### src/rtl/logic_unit_pkg.sv
// Shared op encoding for the logic unit pipeline and its combinational core.
package logic_unit_pkg;

    localparam int OP_W = 3;

    typedef enum logic [OP_W-1:0] {
        OP_AND   = 3'd0,
        OP_OR    = 3'd1,
        OP_XOR   = 3'd2,
        OP_NOR   = 3'd3,
        OP_NAND  = 3'd4,
        OP_XNOR  = 3'd5,
        OP_ANDN  = 3'd6,
        OP_PASSA = 3'd7
    } op_t;

endpackage

### src/rtl/logic_unit_core.sv
// Combinational bitwise op decode; zero flags an all-zero result of the same value.
module logic_unit_core
    import logic_unit_pkg::*;
#(
    parameter int WIDTH = 32
) (
    input  logic [WIDTH-1:0] a,
    input  logic [WIDTH-1:0] b,
    input  logic [2:0]       op,
    output logic [WIDTH-1:0] y,
    output logic             zero
);

    always_comb begin
        y = '0;
        case (op_t'(op))
            OP_AND:   y = a & b;
            OP_OR:    y = a | b;
            OP_XOR:   y = a ^ b;
            OP_NOR:   y = ~(a | b);
            OP_NAND:  y = ~(a & b);
            OP_XNOR:  y = ~(a ^ b);
            OP_ANDN:  y = a & ~b;
            OP_PASSA: y = a;
            default:  y = '0;
        endcase
    end

    assign zero = ~|y;

endmodule

### src/rtl/logic_unit_pipe.sv
// Two-stage valid/ready logic unit. Define LOGIC_UNIT_PIPE_CNT_EN to add the
// op_count port counting completed output transfers.
module logic_unit_pipe
    import logic_unit_pkg::*;
#(
    parameter int WIDTH = 32,
    parameter int CNT_W = 32
) (
    input  logic             clk,
    input  logic             reset,
    input  logic             in_valid,
    output logic             in_ready,
    input  logic [WIDTH-1:0] a,
    input  logic [WIDTH-1:0] b,
    input  logic [2:0]       op,
    output logic             out_valid,
    input  logic             out_ready,
    output logic [WIDTH-1:0] y,
    output logic             zero
`ifdef LOGIC_UNIT_PIPE_CNT_EN
    ,
    output logic [CNT_W-1:0] op_count
`endif
);

    if (WIDTH < 1 || WIDTH > 64) begin : g_bad_width
        $error("logic_unit_pipe: WIDTH must be within 1..64");
    end
    if (CNT_W < 1) begin : g_bad_cnt_w
        $error("logic_unit_pipe: CNT_W must be at least 1");
    end

    logic             vld_p1;
    logic             vld_p2;
    logic             adv_p1;
    logic             adv_p2;
    logic [WIDTH-1:0] a_p1;
    logic [WIDTH-1:0] b_p1;
    op_t              op_p1;
    logic [WIDTH-1:0] y_p2;
    logic             zero_p2;
    logic [WIDTH-1:0] y_c;
    logic             zero_c;

    // A stage may load when it is empty or its contents leave this cycle.
    assign adv_p2   = !vld_p2 || out_ready;
    assign adv_p1   = !vld_p1 || adv_p2;
    assign in_ready = adv_p1;

    // ---- stage 1: operand capture ----
    always_ff @(posedge clk) begin
        if (adv_p1 && in_valid) begin
            a_p1  <= a;
            b_p1  <= b;
            op_p1 <= op_t'(op);
        end
    end

    logic_unit_core #(
        .WIDTH(WIDTH)
    ) u_core (
        .a    (a_p1),
        .b    (b_p1),
        .op   (op_p1),
        .y    (y_c),
        .zero (zero_c)
    );

    // ---- stage 2: result register ----
    always_ff @(posedge clk) begin
        if (reset) begin
            vld_p1  <= 1'b0;
            vld_p2  <= 1'b0;
            y_p2    <= '0;
            zero_p2 <= 1'b1;
        end else begin
            if (adv_p1) begin
                vld_p1 <= in_valid;
            end
            if (adv_p2) begin
                vld_p2 <= vld_p1;
                if (vld_p1) begin
                    y_p2    <= y_c;
                    zero_p2 <= zero_c;
                end
            end
        end
    end

    assign out_valid = vld_p2;
    assign y         = y_p2;
    assign zero      = zero_p2;

`ifdef LOGIC_UNIT_PIPE_CNT_EN
    logic [CNT_W-1:0] cnt_p2;

    always_ff @(posedge clk) begin
        if (reset) begin
            cnt_p2 <= '0;
        end else if (vld_p2 && out_ready) begin
            cnt_p2 <= cnt_p2 + CNT_W'(1);
        end
    end

    assign op_count = cnt_p2;
`endif

endmodule

### config.mk
export PLATFORM = sky130hd
export DESIGN_NAME = logic_unit_pipe
export DESIGN_NICKNAME = d
export VERILOG_FILES = /design/src/rtl/logic_unit_pkg.sv /design/src/rtl/logic_unit_core.sv /design/src/rtl/logic_unit_pipe.sv
export SDC_FILE = /design/constraint.sdc
export NUM_CORES = 1
export LEC_CHECK = 0
export BUFFER_PORTS_ARGS = -buffer_cell sky130_fd_sc_hd__buf_4
export CAP_MARGIN = 10
export CORE_MARGIN = 5
export CORE_UTILIZATION = 40
export DETAILED_ROUTE_END_ITERATION = 10
export GPL_ROUTABILITY_DRIVEN = 0
export SLEW_MARGIN = 5
export SYNTH_ARGS = -nofsm -noshare
export SYNTH_HDL_FRONTEND = slang
export SYNTH_HIERARCHICAL = 1
export SYNTH_SLANG_ARGS = --single-unit
### constraint.sdc
create_clock -name clk -period 7.1 [get_ports clk]
set_clock_uncertainty 0.1 [all_clocks]
set_input_delay 0.71 -clock clk [delete_from_list [all_inputs] [get_ports clk]]
set_output_delay 0.71 -clock clk [all_outputs]
set_load 0.01 [all_outputs]
* After elaboration in Yosys (flattened, before gate mapping)
Index checks and enable logic that the tools add are counted.
Operators by class: equal/unequal tests 7, multiplexer cells 1, bitwise operators 8, reductions and logical operators 9
Operator list (number):
- $pmux W32 S8 | 1
- $not A32 Y32 | 4
- $and A32 B32 Y32 | 2
- $or A32 B32 Y32 | 1
- $reduce_or A32 Y1 | 1
- $xor A32 B32 Y32 | 1
- $eq A3 B3 Y1 const B | 4
- $eq A3 B2 Y1 const B | 2
- $eq A3 B1 Y1 const B | 1
- $logic_not A1 Y1 | 3
- $logic_not A3 Y1 | 1
- $logic_or A1 B1 Y1 | 2
- $reduce_and A2 Y1 | 1
- $logic_and A1 B1 Y1 | 1
Word-level totals: register bits after elaboration 102, input port bits 71, output and inout bits 35

* Logic depth before layout (Yosys ltp)
Gate-level depths: netlist of run 1.
word-level depth 5, depth in mapped cells 12, gate-level depth less buffers 10

* Hierarchy
Netlist of run 1, hierarchy kept.
Modules (own cells, without submodules):
- logic_unit_core | instances 1, cells each 535, area an instance 4043.9 sq um, seq. area each 0.0 sq um
- logic_unit_pipe | instances 1, cells each 220, area an instance 3598.5 sq um, seq. area each 2712.6 sq um

* Least setup slack after synthesis of run 1
OpenSTA, ideal clock, no wires.
path type input-to-reg, from input port out_ready, to register a_p1[0], enable pin, library setup time 514 ps, arrival 4027 ps, required time 6486 ps, slack 2458 ps, stages 2, path buffers 0, cell sequence nor2b_4 a21oi_1
On the way: word-level cells in the longest chain between the ends 3
Ends and longest elaborated chain:
- start: declaration | RTL line logic_unit_pipe.sv:17 | input logic out_ready,
- $logic_or A1 B1 Y1 | RTL line logic_unit_pipe.sv:46 | assign adv_p2 = !vld_p2 || out_ready;
- $logic_or A1 B1 Y1 | RTL line logic_unit_pipe.sv:47 | assign adv_p1 = !vld_p1 || adv_p2;
- $logic_and A1 B1 Y1 | RTL line logic_unit_pipe.sv:52 | if (adv_p1 && in_valid) begin
- end signal: assignment | RTL line logic_unit_pipe.sv:53 | a_p1 <= a;
- end: declaration | RTL line logic_unit_pipe.sv:37 | logic [WIDTH-1:0] a_p1;
Every way passes these cells. A chain may end at the register's enable or synchronous reset.

* Worst setup path after layout of run 1
from register op_p1[0], to register zero_p2, in the netlist zero
On the way: word-level cells in the longest chain between the ends 4, elaborated cells on any way between the ends 11
Ends and longest elaborated chain:
- start: declaration | RTL line logic_unit_pipe.sv:39 | op_t op_p1;
- start signal: assignment | RTL line logic_unit_pipe.sv:55 | op_p1 <= op_t'(op);
- $eq A3 B3 Y1 (tied with other cells) | RTL line logic_unit_core.sv:16 | case (op_t'(op))
- $pmux W32 S8 (*) | RTL line logic_unit_core.sv:16
- net y_c[26] | RTL line logic_unit_pipe.sv:42 | logic [WIDTH-1:0] y_c;
- $reduce_or A32 Y1 (*) | RTL line logic_unit_core.sv:29 | assign zero = ~|y;
- $logic_not A1 Y1 (*) | RTL line logic_unit_core.sv:29
- net zero_c | RTL line logic_unit_pipe.sv:43 | logic zero_c;
- end signal: assignment | RTL line logic_unit_pipe.sv:84 | zero_p2 <= zero_c;
- end: declaration | RTL line logic_unit_pipe.sv:41 | logic zero_p2;
Mark *: on every way through the listed nets, which the timed path passes. The rest lies on a longest branch.

==> qor.csv, run 1 <==
stage;metric;value;unit
clock_network;cts_buffers;9;
layout;utilization;46.7;%
hold_path;worst_hold_path_type;reg -> reg;
synth;syn_nets;922;
clock_network;clk_pin_slew_worst_paths;70;ps
setup_path;timing.rr.start;op_p1[0];
setup_path;ff2ff_setup_slack;3490;ps
synth;yosys.area_share.adder;15.7;%
layout;fillers;1802;
global_route;grt_max_degree;92;
setup_path;arrival;3800;ps
clock_network;post_cts_buffers;0;
clock_network;postCtsResizedCells;0;
die;fp.dieW;148;um
die;die_area;22000;um2
die;core;18800;um2
sta;fin_setup_tns;0;ps
global_route;grt_pass1_vias;5215;
global_route;antenna_found_initial;0;
synth;yosys_warnings;6;
detailed_routing;wl_per_cell;16.0;um
detailed_routing;firstDrtPassIters;5;
layout;area_growth;14.7;%
outcome;status;finished clean;
setup_path;ff2ff_path_depth;9;
sta;fmax;277;MHz
hold_path;min_to;y[20];
detailed_routing;drc_errors;0;
placed_design;place_area;8470;um2
synth;ys_seq_area_share;35.5;%
clock_network;clk_latency;350;ps
synth;muxShareOfSynthArea;15.2;%
setup_path;crit_type;reg -> reg;
layout;design_area;8760;um2
synth;synth_cell_type_count;57;
global_route;gr-usage-all-layers;15.6;%
synth;synth-seq-cells;102;
die;initial_core_util;40.7;%
hold_path;hold_path_depth;2;
placed_design;dp_hpwl;12.7;mm
sta;hold_viol_final;0;
placed_design;portBuffers;105;
detailed_routing;drt-total-wl;17.1;mm
pwr;powerDensity;175;nW/um2
die;die_h;148;um
sta;rsz0062_at_grt;no;
die;rows;50;
synth;synth-simple-area-share;14.2;%
setup_path;worstPathRequired;7290;ps
layout;nets;999;
global_route;grt_pass1_wl;27.1;mm
clock_network;cts_max_level;3;
global_route;gr-total-overflow;0;
sta;maxSlewViolCount;0;
synth;synth_area;7640;um2
synth;synth_compound_gate_area_share;11.0;%
pwr;leakagePower;0.00382;uW
sta;relSlewSlack;39.1;%
synth;synth-main-ff-cell;edfxtp_1;
synth;synth_xor_area_share;0;%
setup_path;cp-start-kind;register;
sta;hold_ws;378;ps
synth;synth.avg_cell_area;10.1;um2
pwr;power.total;1530;uW
setup_path;r2r-end;zero;
detailed_routing;drt_iter0_drc;424;
clock_network;clk_path_buf_depth;2;
clock_network;cts_num_sinks;102;
detailed_routing;vias;5497;
setup_path;worst_setup_path_end_kind;register;
detailed_routing;ant_nets;0;
pwr;vdd_drop_max;119;uV
detailed_routing;viasPerCell;5.13;
synth;synth_top_family_by_area;adder cells;
run;drv_cap;0;
synth;synth_async_sr_flop_share;0;%
synth;syn_inst;755;
sta;fin_crit;3610;ps
setup_path;critPathMaxFanout;91;
clock_network;cts_hold_buf;0;
layout;num_antenna_cells;0;
sta;timing.final.setup_violations;0;
clock_network;ctsRootBufferMaster;clkbuf_16;
synth;synth_edf_count;67;
sta;worst_pin_slew;914;ps
die;ioPinCount;106;
clock_network;cts_tree;yes;
hold_path;min-delay-start;y[20];
sta;period_share;50.8;%
layout;drive_gt1_share;21.0;%
layout make-up:
type / count / area, um2 / area share [%]
repair buffers: 111 / 833 / 9.51
multi-input cells: 520 / 4300 / 49.1
well taps: 234 / 293 / 3.34
flip-flops and latches: 102 / 2710 / 31.0
inverters: 88 / 330 / 3.77
clock buffers: 16 / 292 / 3.33
per-stage QoR:
stage / std cells / setup slack [ps]
after floorplan: 755 / 2460
after global placement: 1055 / 3570
after detailed placement: 1055 / 3520
after CTS: 1071 / 3520
after global routing: 1071 / 3220
final: 1071 / 3490
worst max-delay path by stage:
stage	start	endpoint	slack [ps]	depth (start not counted)
finish	op_p1[0]	zero	3490	9
global route	op_p1[0]	zero	3220	9
CTS	op_p1[0]	zero	3520	9
detailed placement	op_p1[0]	zero	3520	9
global placement	op_p1[0]	zero	3570	9
floorplan	out_ready	a_p1[0]	2460	2
cells in the mapped netlist (4+ instances only):
library cell   n  area [um2]
buf_12         4        80.1
nand3_1        8        40.0
ha_1          96        1200
or3_1          5        31.3
nand2_1       31         116
a21oi_1       50         250
nor3_1         6        30.0
o311ai_0       5        43.8
a221oi_1       4        35.0
buf_2         18        90.1
a31oi_1        5        31.3
mux2i_1       45         450
dfxtp_1       35         701
nor4_1         5        31.3
buf_4          5        37.5
mux2_2        19         214
or2_2          5        31.3
buf_1          5        18.8
inv_1         86         323
nor2b_1        5        31.3
nor2_1        55         206
mux4_2        21         473
o21ai_0       19        95.1
o21bai_1      10        75.1
nand2b_1      68         425
o211ai_1      14         105
buf_6          5        56.3
o22ai_1        4        25.0
nand4_1        5        31.3
clkbuf_1       8        30.0
edfxtp_1      67        2010
where the power goes:
group | internal (uW) | switching (uW) | total [uW]
Sequential | 673 | 26.9 | 700
Clock | 277 | 213 | 490
Combinational | 162 | 179 | 341
cell usage in the layout, fill, tap and decap left out, types with 10 or more instances in the layout:
cell type / count
inv_1: 86
mux2_2: 19
nand2b_1: 68
mux2i_1: 45
dfxtp_1: 35
nor2_1: 55
a21oi_1: 49
mux4_2: 21
nand2_1: 31
o21bai_1: 10
ha_1: 96
o211ai_1: 14
edfxtp_1: 67
o21ai_0: 19
buf_4: 111
kinds of logic after synthesis:
group,count (synthesis)
flops,102
buf+inv,133
fa+ha+maj,96
simple gates,205
mux,87
compound gates,132
metal layers:
metal	global-route usage (%)	part of all wire, %	vias to the layer above	wire (um)
li1	-	-	2800	-
met1	23.2	50	2537	8510
met2	22.9	43	144	7420
met3	2.59	5.3	16	915
met4	5.13	1.7	0	297
met5	0	0	-	0
state kept, by name, summed over array words and instances, names as in the netlist:
name,cells
y,32
out_valid,1
op_p1,3
b_p1,32
vld_p1,1
a_p1,32
zero,1
worst max-delay path: stages (launching register included):
cell	delay, ps
edfxtp_1	320
buf_4	490
buf_4	820
mux2_2	410
mux4_2	510
nor4_2	260
nand3_1	120
nor4b_2	240
nor2_1	80
mux2i_1	130
Power figures use the tool's default switching activity.
==> run 2: changes to the inputs <==
Settings changed: ABC_AREA set to 1.
Clock period 7.1 ns to 3.73 ns, I/O delays scaled along.
==> run 2 against run 1 <==
  * Utilization increased by 0.80 points
  * Clock power increased by 87%
  * Die area increased by 0.21%
  * Design area increased by 1.7%
  * Maximum frequency increased by 33%
  * Worst setup slack got worse by 2500 ps
  * Synthesized cell count increased by 38%
  * Largest power group unchanged
==> qor.csv, run 2 <==
stage;metric;value;unit
outcome;status;finished clean;
die;die_area;22000;um2
pwr;leakagePower;0.00450;uW
setup_path;cp-start-kind;register;
sta;fmax;369;MHz
synth;synth-main-ff-cell;edfxtp_1;
clock_network;clk_path_buf_depth;2;
sta;hold_viol_final;0;
sta;period_share;72.6;%
clock_network;post_cts_buffers;0;
run;drv_cap;0;
die;initial_core_util;40.8;%
hold_path;worst_hold_path_type;in -> reg;
layout;drive_gt1_share;13.7;%
global_route;grt_pass1_wl;32.0;mm
placed_design;dp_hpwl;13.8;mm
die;fp.dieW;148;um
pwr;p_comb_share;21.9;%
setup_path;worst_setup_path_end_kind;register;
synth;synth_async_sr_flop_share;0;%
clock_network;cts_max_level;3;
layout;nets;1290;
sta;rsz0062_at_grt;no;
clock_network;cts_tree;yes;
pwr;intPower;2020;uW
sta;relSlewSlack;22.9;%
layout;fillers;1886;
setup_path;crit_type;reg -> reg;
synth;yosys_warnings;6;
detailed_routing;drt-total-wl;19.6;mm
synth;synthTopCellsByCount;inv_1 (195), nand2_1 (174), nor2_1 (153);
pwr;swShare;30.1;%
synth;synth_top_area_share;26.3;%
setup_path;cpLargestDelayFamily;simple AND/OR/NAND/NOR gates;
clock_network;clk_latency;350;ps
synth;synth_area;7660;um2
synth;synth.area.top_cells;edfxtp_1 (26%), ha_1 (16%), inv_1 (9.6%);
global_route;gr-total-overflow;0;
synth;synth_cell_type_count;20;
synth;synth.avg_cell_area;7.34;um2
layout;design_area;8910;um2
setup_path;path_cells;buf_4 -> nor2_2 -> buf_4 -> nand3_1 -> o21ai_0 -> nor2_1 -> nand3_1 -> nor2_1 -> nand2_1 -> nor2_1 -> nand2_1 -> nor2_1 -> nand3_1 -> nand3_1;
setup_path;slowest_delay;560;ps
setup_path;crit_buf_inv;2;
sta;timing.final.setup_violations;0;
die;ioPinCount;106;
detailed_routing;viasPerCell;4.88;
global_route;gr-usage-all-layers;18.0;%
pwr;clkPwrFrac;31.8;%
clock_network;clk_pin_slew_worst_paths;70;ps
pwr;power.switching;869;uW
synth;yosys.area.top_type;edfxtp_1;
sta;worst_pin_slew;1150;ps
synth;synth-seq-cells;102;
pwr;seq_power_share;46.3;%
die;rows;50;
clock_network;cts_buffers;9;
synth;syn_nets;1211;
synth;ys_seq_area_share;35.4;%
clock_network;postCtsResizedCells;0;
detailed_routing;ant_nets;0;
placed_design;portBuffers;105;
clock_network;ctsRootBufferMaster;clkbuf_16;
synth;synth_edf_count;67;
placed_design;place_area;8630;um2
layout;layout_commonest_cell;inv_1;
clock_network;cts_hold_buf;0;
clock_network;cts_num_sinks;102;
setup_path;critPathMaxFanout;57;
die;core;18800;um2
synth;synth_most_common_cell;inv_1;
setup_path;worstPathRequired;3910;ps
setup_path;arrival;2890;ps
layout;area_growth;16.4;%
layout;mostFrequentLayoutCells;inv_1 (194), nand2_1 (173), nor2_1 (150), buf_4 (127), nand3_1 (102);
detailed_routing;drc_errors;0;
detailed_routing;firstDrtPassIters;5;
global_route;grt_max_degree;68;
detailed_routing;vias;6653;
setup_path;slowest_stage;buf_4;
pwr;vdd_drop_max;223;uV
synth;syn_inst;1044;
detailed_routing;wl_per_cell;14.4;um
pwr;powerDensity;324;nW/um2
sta;fin_setup_tns;0;ps
detailed_routing;drt_iter0_drc;530;
die;die_h;148;um
sta;fin_crit;2710;ps
global_route;grt_pass1_vias;6184;
sta;maxSlewViolCount;0;
layout;num_antenna_cells;0;
global_route;antenna_found_initial;0;
## run 2: metal layers
layer	vias up	track usage, %	routed length (um)
met1	2946	26.7	9880
met4	0	6.14	372
met3	22	2.80	1200
li1	3467	-	-
met5	-	0	0
met2	218	26.4	8110
## run 2: metrics by stage
stage	setup WS [ps]	total power (uW)	hold WS (ps)	util [%]	instances
after floorplan	1210	1750	342	-	1044
after global placement	1070	1990	363	46.0	1346
after detailed placement	1080	1990	368	46.0	1346
after CTS	1050	2910	62.9	47.5	1362
after global routing	818	3060	69.6	47.5	1362
final	1020	2890	79.9	47.5	1362
## run 2: power by group through the flow
stage	Combinational [uW]	Clock (uW)	Sequential [uW]
global placement	627	0	1360
global route	722	987	1350
detailed placement	629	0	1370
CTS	632	942	1340
floorplan	392	0	1360
finish	633	917	1340
## run 2: path summary, 6_finish.rpt
kind / start / end / slack [ps] / cells past startpoint
max: op_p1[2] / zero / 1020 / 14
min: reset / vld_p1 / 80 / 2
max reg2reg: op_p1[2] / zero / 1020 / 14
min reg2reg: y[7] / y[7] / 380 / 2
## run 2: layout make-up
type	count	area [um2]	share of cell area [%]
repair buffers	128	973	10.9
inverters	198	743	8.34
clock inverters	6	33.8	0.379
clock buffers	10	250	2.81
multi-input cells	684	3910	43.8
well taps	234	293	3.28
flip-flops and latches	102	2710	30.4
## run 2: logic make-up after synthesis
| group | Yosys count | synth area share (%) |
|---|---|---|
| and+or+nand+nor | 515 | 30.3 |
| buffers and inverters | 258 | 13.8 |
| DFF | 102 | 35.4 |
| adders and majority gates | 96 | 15.7 |
| AOI/OAI and AO/OA | 73 | 4.77 |
==> run 3: changes to the inputs <==
Clock period 3.73 ns to 2.7 ns, I/O delays scaled along.
==> run 3 against run 2 <==
  * Worst setup slack worse by 770 ps
  * Critical path type unchanged
  * Critical path depth is 3 lower
  * Cell count is 5.6% higher
  * Die area stayed put
  * Clock-buffer cell count is 1 higher
==> qor.csv, run 3 (synthesized netlist as in run 2, its figures left out) <==
stage;metric;value;unit
outcome;status;finished clean;
clock_network;cts_buffers;9;
sta;hold_viol_final;0;
hold_path;min-delay-start;in_valid;
clock_network;cts_tree;yes;
setup_path;cpLargestDelayFamily;simple AND/OR/NAND/NOR gates;
detailed_routing;drc_errors;0;
clock_network;cts_max_level;3;
setup_path;r2r-end;zero;
clock_network;cts_num_sinks;102;
setup_path;ff2ff_setup_slack;250;ps
layout;drive_gt1_share;13.5;%
sta;fin_setup_tns;0;ps
global_route;grt_pass1_vias;6508;
die;core;18800;um2
setup_path;crit_type;reg -> reg;
clock_network;clk_latency;360;ps
detailed_routing;viasPerCell;4.85;
hold_path;hold_path_depth;3;
layout;layout_commonest_cell;inv_1;
layout;num_antenna_cells;0;
pwr;vdd_drop_max;328;uV
global_route;gr-usage-all-layers;18.5;%
clock_network;clk_path_buf_depth;2;
sta;relSlewSlack;36.5;%
detailed_routing;drt_iter0_drc;609;
layout;nets;1366;
sta;maxSlewViolCount;0;
setup_path;cp-start-kind;register;
setup_path;slowest_stage;nor3_4;
setup_path;worstPathRequired;2800;ps
clock_network;post_cts_buffers;0;
setup_path;critPathMaxFanout;18;
layout;area_growth;26.5;%
global_route;grt_pass1_wl;33.0;mm
sta;fin_crit;2450;ps
placed_design;dp_hpwl;14.1;mm
sta;worst_pin_slew;952;ps
setup_path;slowest_delay;700;ps
clock_network;ctsRootBufferMaster;clkbuf_16;
die;die_area;22000;um2
sta;timing.final.setup_violations;0;
die;ioPinCount;106;
sta;period_share;90.6;%
setup_path;timing.rr.start;op_p1[0];
layout;mostFrequentLayoutCells;inv_1 (194), nand2_1 (173), nor2_1 (150), buf_4 (133), nand3_1 (102);
setup_path;ff2ff_path_depth;11;
die;initial_core_util;40.8;%
sta;rsz0062_at_grt;no;
hold_path;worst_hold_path_type;in -> reg;
die;fp.dieW;148;um
placed_design;place_area;8710;um2
setup_path;arrival;2550;ps
detailed_routing;vias;6973;
detailed_routing;wl_per_cell;14.0;um
detailed_routing;ant_nets;0;
setup_path;path_cells;nor3_4 -> buf_4 -> nand2_1 -> nand3_1 -> nor2_1 -> nand2_1 -> nor2_1 -> nand2_1 -> nor2_1 -> nand3_1 -> nand3_1;
detailed_routing;firstDrtPassIters;5;
layout;fillers;1813;
sta;fmax;409;MHz
global_route;antenna_found_initial;0;
die;die_h;148;um
run;drv_cap;0;
global_route;grt_max_degree;67;
detailed_routing;drt-total-wl;20.1;mm
setup_path;worst_setup_path_end_kind;register;
die;rows;50;
global_route;gr-total-overflow;0;
placed_design;portBuffers;105;
layout;utilization;51.6;%
pwr;powerDensity;424;nW/um2
pwr;leakagePower;0.00484;uW
layout;design_area;9690;um2
layout;register_area;2710;um2
setup_path;crit_buf_inv;1;
clock_network;clk_pin_slew_worst_paths;70;ps
layout;multi_input_area;3910;um2
hold_path;min_to;vld_p1;
[run 3: cell count changes in the layout (fill, tap and decap cells not counted), sizes merged]
| cell | change |
|---|---|
| dlygate4sd3 | +68 |
| buf | +8 |
| clkbuf | +1 |
| clkinv | -1 |
[run 3: how the worst max path moves through the flow]
stage | to | start | slack (ps) | depth (start not counted)
2_1_floorplan | a_p1[0] | vld_p1 | 180 | 4
3_3_place_gp | zero | op_p1[0] | 340 | 13
3_5_place_dp | zero | op_p1[0] | 270 | 11
4_1_cts | zero | op_p1[0] | 260 | 11
5_1_grt | zero | op_p1[1] | 70 | 14
6_report | zero | op_p1[0] | 250 | 11
[run 3: report_power, final]
part / internal, uW / total [uW] / switching (uW)
Combinational: 420 / 972 / 553
Sequential: 1770 / 1850 / 75.2
Clock: 704 / 1290 / 584
[run 3: per-stage QoR]
step,total power (uW),worst slack (ps),hold WS (ps),cells
floorplan,2420,181,239,1044
global placement,2760,343,340,1354
detailed placement,2770,269,343,1354
CTS,4140,255,43.3,1438
global route,4340,68.5,47.1,1438
finish,4110,255,57.7,1438
[run 3: worst register-to-register path, delay by kind of cell (launching register included)]
family / cells / cell delay (ps)
buffers and inverters: 1 / 340
and+or+nand+nor: 10 / 1320
DFF: 1 / 520
[run 3: what timing repair did]
item,CTS,global route
hold buffers,68,0
resized for setup,0,0
endpoints found under the hold margin,69,0
[run 3: metal layers]
layer  vias to the layer above  global-route usage, %  wire, um
li1                       3621                      -         -
met1                      3083                   27.6     10000
met2                       245                   27.8      8580
met3                        24                   3.02      1200
met4                         0                   4.90       330
met5                         -                      0         0
[run 3: final cells by class]
cell class	instances	area share, %
flip-flops and latches	102	28.0
clock inverters	5	0.310
multi-input cells	684	40.3
inverters	198	7.67
clock buffers	11	2.72
well taps	234	3.02
repair buffers	204	17.9
